`src/rtl/mix_lo_ctrl.sv`:
```
// Mixer LO sequencer: pairs interpolator samples with fs/4 LO codes and flushes zeros on stop.
// Optional macro MIX_LO_PHASE_OFS_EN adds a phase_ofs input that rotates the LO table lookup.
module mix_lo_ctrl #(
  parameter int DW      = 15,
  parameter int FLUSH_N = 4
) (
  input  logic          clk,
  input  logic          rst,
`ifdef MIX_LO_PHASE_OFS_EN
  input  logic [1:0]    phase_ofs,
`endif
  input  logic          en,
  input  logic          quad,
  input  logic          s_valid,
  output logic          s_ready,
  input  logic [DW-1:0] s_data,
  output logic          m_valid,
  input  logic          m_ready,
  output logic [DW-1:0] data_o,
  output logic [1:0]    lo_o,
  output logic [1:0]    phase_o,
  output logic          busy
);

  typedef enum logic [1:0] {IDLE, RUN, DRAIN} state_t;

  localparam logic [8:0] FLUSH_LIM = 9'(FLUSH_N);

  state_t        r_state;
  state_t        w_stateNext;
  logic [1:0]    r_phase;
  logic          r_qsel;
  logic [8:0]    r_flushLoaded;
  logic [8:0]    r_flushRetired;
  logic          r_isFlush;
  logic          r_mValid;
  logic [DW-1:0] r_data;
  logic [1:0]    r_lo;
  logic [1:0]    r_phaseO;

  logic          w_free;
  logic          w_accept;
  logic          w_flushLoad;
  logic          w_flushRetire;
  logic [1:0]    w_phaseNext;
  logic [1:0]    w_ofs;
  logic [1:0]    w_loIdx;
  logic [1:0]    w_loCode;

`ifdef MIX_LO_PHASE_OFS_EN
  logic [1:0]    r_ofs;
  assign w_ofs = r_ofs;
`else
  assign w_ofs = 2'd0;
`endif

  assign w_free        = !r_mValid | m_ready;
  assign s_ready       = (r_state == RUN) & w_free;
  assign w_accept      = s_valid & s_ready;
  assign w_flushLoad   = (r_state == DRAIN) & w_free & (r_flushLoaded < FLUSH_LIM);
  assign w_flushRetire = (r_state == DRAIN) & r_mValid & m_ready & r_isFlush;
  assign w_phaseNext   = w_accept ? r_phase + 2'd1 : r_phase;
  assign w_loIdx       = r_phase + w_ofs;

  // Sine table is the cosine table delayed by one phase.
  always_comb begin
    w_loCode = 2'b00;
    if (!r_qsel) begin
      case (w_loIdx)
        2'd0:    w_loCode = 2'b01;
        2'd2:    w_loCode = 2'b10;
        default: w_loCode = 2'b00;
      endcase
    end else begin
      case (w_loIdx)
        2'd1:    w_loCode = 2'b01;
        2'd3:    w_loCode = 2'b10;
        default: w_loCode = 2'b00;
      endcase
    end
  end

  always_ff @(posedge clk or posedge rst) begin
    if (rst) r_state <= IDLE;
    else     r_state <= w_stateNext;
  end

  // Stop is taken only where the unoffset phase lands on 0, so the LO period always completes.
  always_comb begin
    w_stateNext = r_state;
    case (r_state)
      IDLE:    if (en) w_stateNext = RUN;
      RUN:     if (!en && (w_phaseNext == 2'd0)) w_stateNext = DRAIN;
      DRAIN:   if (w_flushRetire && (r_flushRetired == FLUSH_LIM - 9'd1)) w_stateNext = IDLE;
      default: w_stateNext = IDLE;
    endcase
  end

  always_ff @(posedge clk or posedge rst) begin
    if (rst) begin
      r_phase        <= 2'd0;
      r_qsel         <= 1'b0;
      r_flushLoaded  <= 9'd0;
      r_flushRetired <= 9'd0;
`ifdef MIX_LO_PHASE_OFS_EN
      r_ofs          <= 2'd0;
`endif
    end else begin
      r_phase <= (r_state == RUN) ? w_phaseNext : 2'd0;
      if (r_state == IDLE && en) begin
        r_qsel <= quad;
`ifdef MIX_LO_PHASE_OFS_EN
        r_ofs  <= phase_ofs;
`endif
      end
      if (r_state == DRAIN) begin
        if (w_flushLoad)   r_flushLoaded  <= r_flushLoaded + 9'd1;
        if (w_flushRetire) r_flushRetired <= r_flushRetired + 9'd1;
      end else begin
        r_flushLoaded  <= 9'd0;
        r_flushRetired <= 9'd0;
      end
    end
  end

  // Single output stage: holds while stalled, reloads when free or retiring.
  always_ff @(posedge clk or posedge rst) begin
    if (rst) begin
      r_mValid  <= 1'b0;
      r_data    <= '0;
      r_lo      <= 2'b00;
      r_phaseO  <= 2'd0;
      r_isFlush <= 1'b0;
    end else if (w_accept) begin
      r_mValid  <= 1'b1;
      r_data    <= s_data;
      r_lo      <= w_loCode;
      r_phaseO  <= r_phase;
      r_isFlush <= 1'b0;
    end else if (w_flushLoad) begin
      r_mValid  <= 1'b1;
      r_data    <= '0;
      r_lo      <= 2'b00;
      r_phaseO  <= 2'd0;
      r_isFlush <= 1'b1;
    end else if (m_ready) begin
      r_mValid  <= 1'b0;
    end
  end

  assign m_valid = r_mValid;
  assign data_o  = r_data;
  assign lo_o    = r_lo;
  assign phase_o = r_phaseO;
  assign busy    = (r_state != IDLE) | r_mValid;

endmodule

```
`config.mk`:
```
export PLATFORM = sky130hd
export DESIGN_NAME = mix_lo_ctrl
export DESIGN_NICKNAME = d
export VERILOG_FILES = /design/src/rtl/mix_lo_ctrl.sv
export SDC_FILE = /design/constraint.sdc
export NUM_CORES = 1
export LEC_CHECK = 0
export BUFFER_PORTS_ARGS = -buffer_cell sky130_fd_sc_hd__buf_2
export CAP_MARGIN = 20
export CORE_ASPECT_RATIO = 1.5
export CORE_MARGIN = 2
export CORE_UTILIZATION = 45
export CTS_CLUSTER_DIAMETER = 50
export DETAILED_ROUTE_END_ITERATION = 12
export PLACE_DENSITY_LB_ADDON = 0.12
export SYNTH_ARGS = -nofsm -noshare
export SYNTH_HDL_FRONTEND = slang
export SYNTH_SLANG_ARGS = --single-unit
```
`constraint.sdc`:
```
create_clock -name clk -period 2.84 [get_ports clk]
set_input_delay 0.426 -clock clk [delete_from_list [all_inputs] [get_ports clk]]
set_output_delay 0.426 -clock clk [all_outputs]
set_load 0.02 [all_outputs]
```
==> flow_metrics.tcl <==
set metrics [dict create \
    fmax_mhz 552 \
    syn_area_um2 1930 \
    gp_congestion 0.770 \
    cts_setup_buffers 0 \
    p_total_uw 2050 \
    yosys_warnings 0 \
    critPathMaxStageDelay_ns 0.42 \
    syn_inst 188 \
    rsz0062_at_grt "false" \
    hold_viol_final 0 \
    antenna_found_initial 0 \
    path_cells "nor2b_2 > nand3_1 > inv_2 > ha_1 > and2_1 > a211o_1" \
    syn_to_final_growth_pct 18.9 \
    synth_top_area_frac 0.572 \
    core_area_um2 4170 \
    worst-r2r-setup-slack_ns 1.03 \
    r2r-start "r_state[0]" \
    cts_tree "built" \
    powerDensity_nw_per_um2 894 \
    cts.sinks 44 \
    initialDrtViolationCount 42 \
    synthTopCellsByArea "dfrtp_1, nand2_1, ha_1" \
    routed_via_density 5.25 \
    critPathLaunchType "register" \
    clockRootBuffer "clkbuf_8" \
    first_pass_iters 4 \
    antenna_cells 0 \
    ys_seq_area_frac 0.572 \
    crit_cells 6 \
    portBuffers 42 \
    clk_pin_slew_ns 0.08 \
    path_delay_family "simple AND/OR/NAND/NOR gates" \
    grt_pass1_vias 1607 \
    setup_viol 0 \
    yosysMostFrequentCell "dfrtp_1" \
    synth-main-ff-cell "dfrtp_1" \
    setup-tns-final_ns 0 \
    async_flop_share 1.00 \
    drv_slew 0 \
    min_period_ns 1.81 \
    p_leak_uw 0.00116 \
    route.antenna.remaining_nets 0 \
    cp_slowest_cell "dfrtp_1" \
    post_drt_wl_per_cell_um 13.7 \
    hold_buffers 0 \
    vias 1469 \
    cap_violations 0 \
    cts.repair.resized 0 \
    skew_ns 0.00601 \
    grt_pass1_wl_mm 6.72 \
    die_area_um2 4830 \
    cp-end-kind "register" \
    wl_mm 3.85 \
    ys_types 35 \
    r2r_end "r_state[0]" \
    insertion_delay_ns 0.29 \
    finish.utilization 0.549 \
    grt_max_degree 45 \
    synth_nets 216 \
    nFillCells 388 \
    syn_area_per_cell_um2 10.2 \
    nNetsFinal 261 \
    cp_max_fo 18 \
    critical_path_arrival_ns 1.99 \
    synth_top_cell_by_area "dfrtp_1" \
    worstSetupPathType "register to register" \
    layout_setup_ws_ns 1.03 \
    initial_core_util 0.461 \
    drc 0 \
    h-tree-depth 2 \
    die_y_um 84.1 \
    cts_buffers 5 \
    ir_worst_vdd_uv 545 \
    relSlewSlack 0.635 \
    hold_path.class "input port to async pin" \
    critPathRequiredTime_ns 3.02 \
    dp_hpwl_mm 2.86 \
    status "finished clean" \
    ios 43 \
    synth_edf_count 0 \
    post-route-period-util 0.638 \
    hold_slack_ns 0.257 \
    ys_ff_latch 44 \
    tightest_slew_ns 0.548 \
    dpl_worst_slack_ns 0.910 \
    r2r_cells 6 \
    drive_gt1_frac 0.244 \
    ctsLongestPathBuffers 2 \
    rows 29 \
    synth_commonest_cells "dfrtp_1, nand2_1, o21ai_1, nor2_1, and2_1" \
    grt_use_total 0.177 \
    cp_num_buf_inv 1 \
    overflow 0 \
    die_w_um 57.4 \
]
cells by family (layout without fill, tap and decap cells):
group	after synthesis	count (layout)	share of synthesized area
AO/OA/AOI/OAI	29	29	0.0884
XOR/XNOR	6	6	0.0273
adder cells (fa/ha/maj)	7	7	0.0455
buffers and inverters	13	59	0.0312
flip-flops	44	44	0.572
multiplexers	6	6	0.0344
AND/OR/NAND/NOR	83	83	0.201
layout make-up:
type,instances,area (um2),share of cell area
Clock buffer,6,72.6,0.0317
Clock inverter,2,35.0,0.0153
Inverter,5,18.8,0.00820
Multi-Input combinational cell,131,764,0.334
Sequential cell,44,1100,0.481
Tap cell,46,57.6,0.0251
Timing Repair Buffer,46,240,0.105
worst max path at each step:
stage / startpoint / to / slack, ns
global placement: m_ready / r_state[0] / 0.99
detailed placement: m_ready / r_state[0] / 0.91
finish: r_state[0] / r_state[0] / 1.03
floorplan: m_valid / r_state[0] / 1.01
CTS: r_state[0] / r_state[0] / 1.01
global route: r_state[0] / r_state[1] / 0.89
metal layers:
metal	track usage	share of wire	vias up
met5	0	0	-
met4	0.0698	0.014	0
met3	0.0357	0.043	4
met2	0.338	0.55	30
met1	0.181	0.39	709
li1	-	-	726
cells in the final DEF (no fill, tap or decap), drive strengths merged:
cell type,netlist,final
o22ai,3,3
a22o,1,1
inv,5,5
nor2,11,11
nand4,3,3
clkinv,0,1
nand3,3,3
nor4,3,3
xor2,2,2
mux2i,4,4
clkbuf,3,6
ha,7,7
dfrtp,44,44
nand2,41,41
and2,8,8
and4,1,1
xnor2,4,4
nor3,3,3
or4,1,1
o21ai,18,18
bufinv,0,1
o31ai,1,1
a41o,1,1
nand2b,3,3
a21oi,2,2
a211o,1,1
mux2,2,2
a211oi,1,1
nor2b,2,2
o41ai,1,1
or3,4,4
buf,5,46
registers in the layout, summed over array words and instances, names as in the netlist:
name and cells:
m_valid 1, lo_o 2, r_flushLoaded 9, r_qsel 1, r_isFlush 1, phase_o 2, r_state 2, r_phase 2
r_flushRetired 9, data_o 15
worst register-to-register path: cells and delay by family, from the launching register on:
family | cells | cell delay, ns
adder cells (fa/ha/maj) | 1 | 0.30
flip-flops | 1 | 0.42
AND/OR/NAND/NOR | 3 | 0.51
AO/OA/AOI/OAI | 1 | 0.23
buffers and inverters | 1 | 0.24
metrics by stage:
step                      area (um2)  instances
final                           2290        280
after global routing            2290        280
after CTS                       2290        280
after detailed placement        2180        272
after global placement          2180        272
after floorplan                 1930        188
power breakdown:
group / internal [uW] / switching [uW] / total (uW)
combinational: 249 / 453 / 702
clock: 261 / 202 / 463
sequential: 778 / 104 / 882
total: 1290 / 759 / 2050
Power figures use the tool's default switching activity.
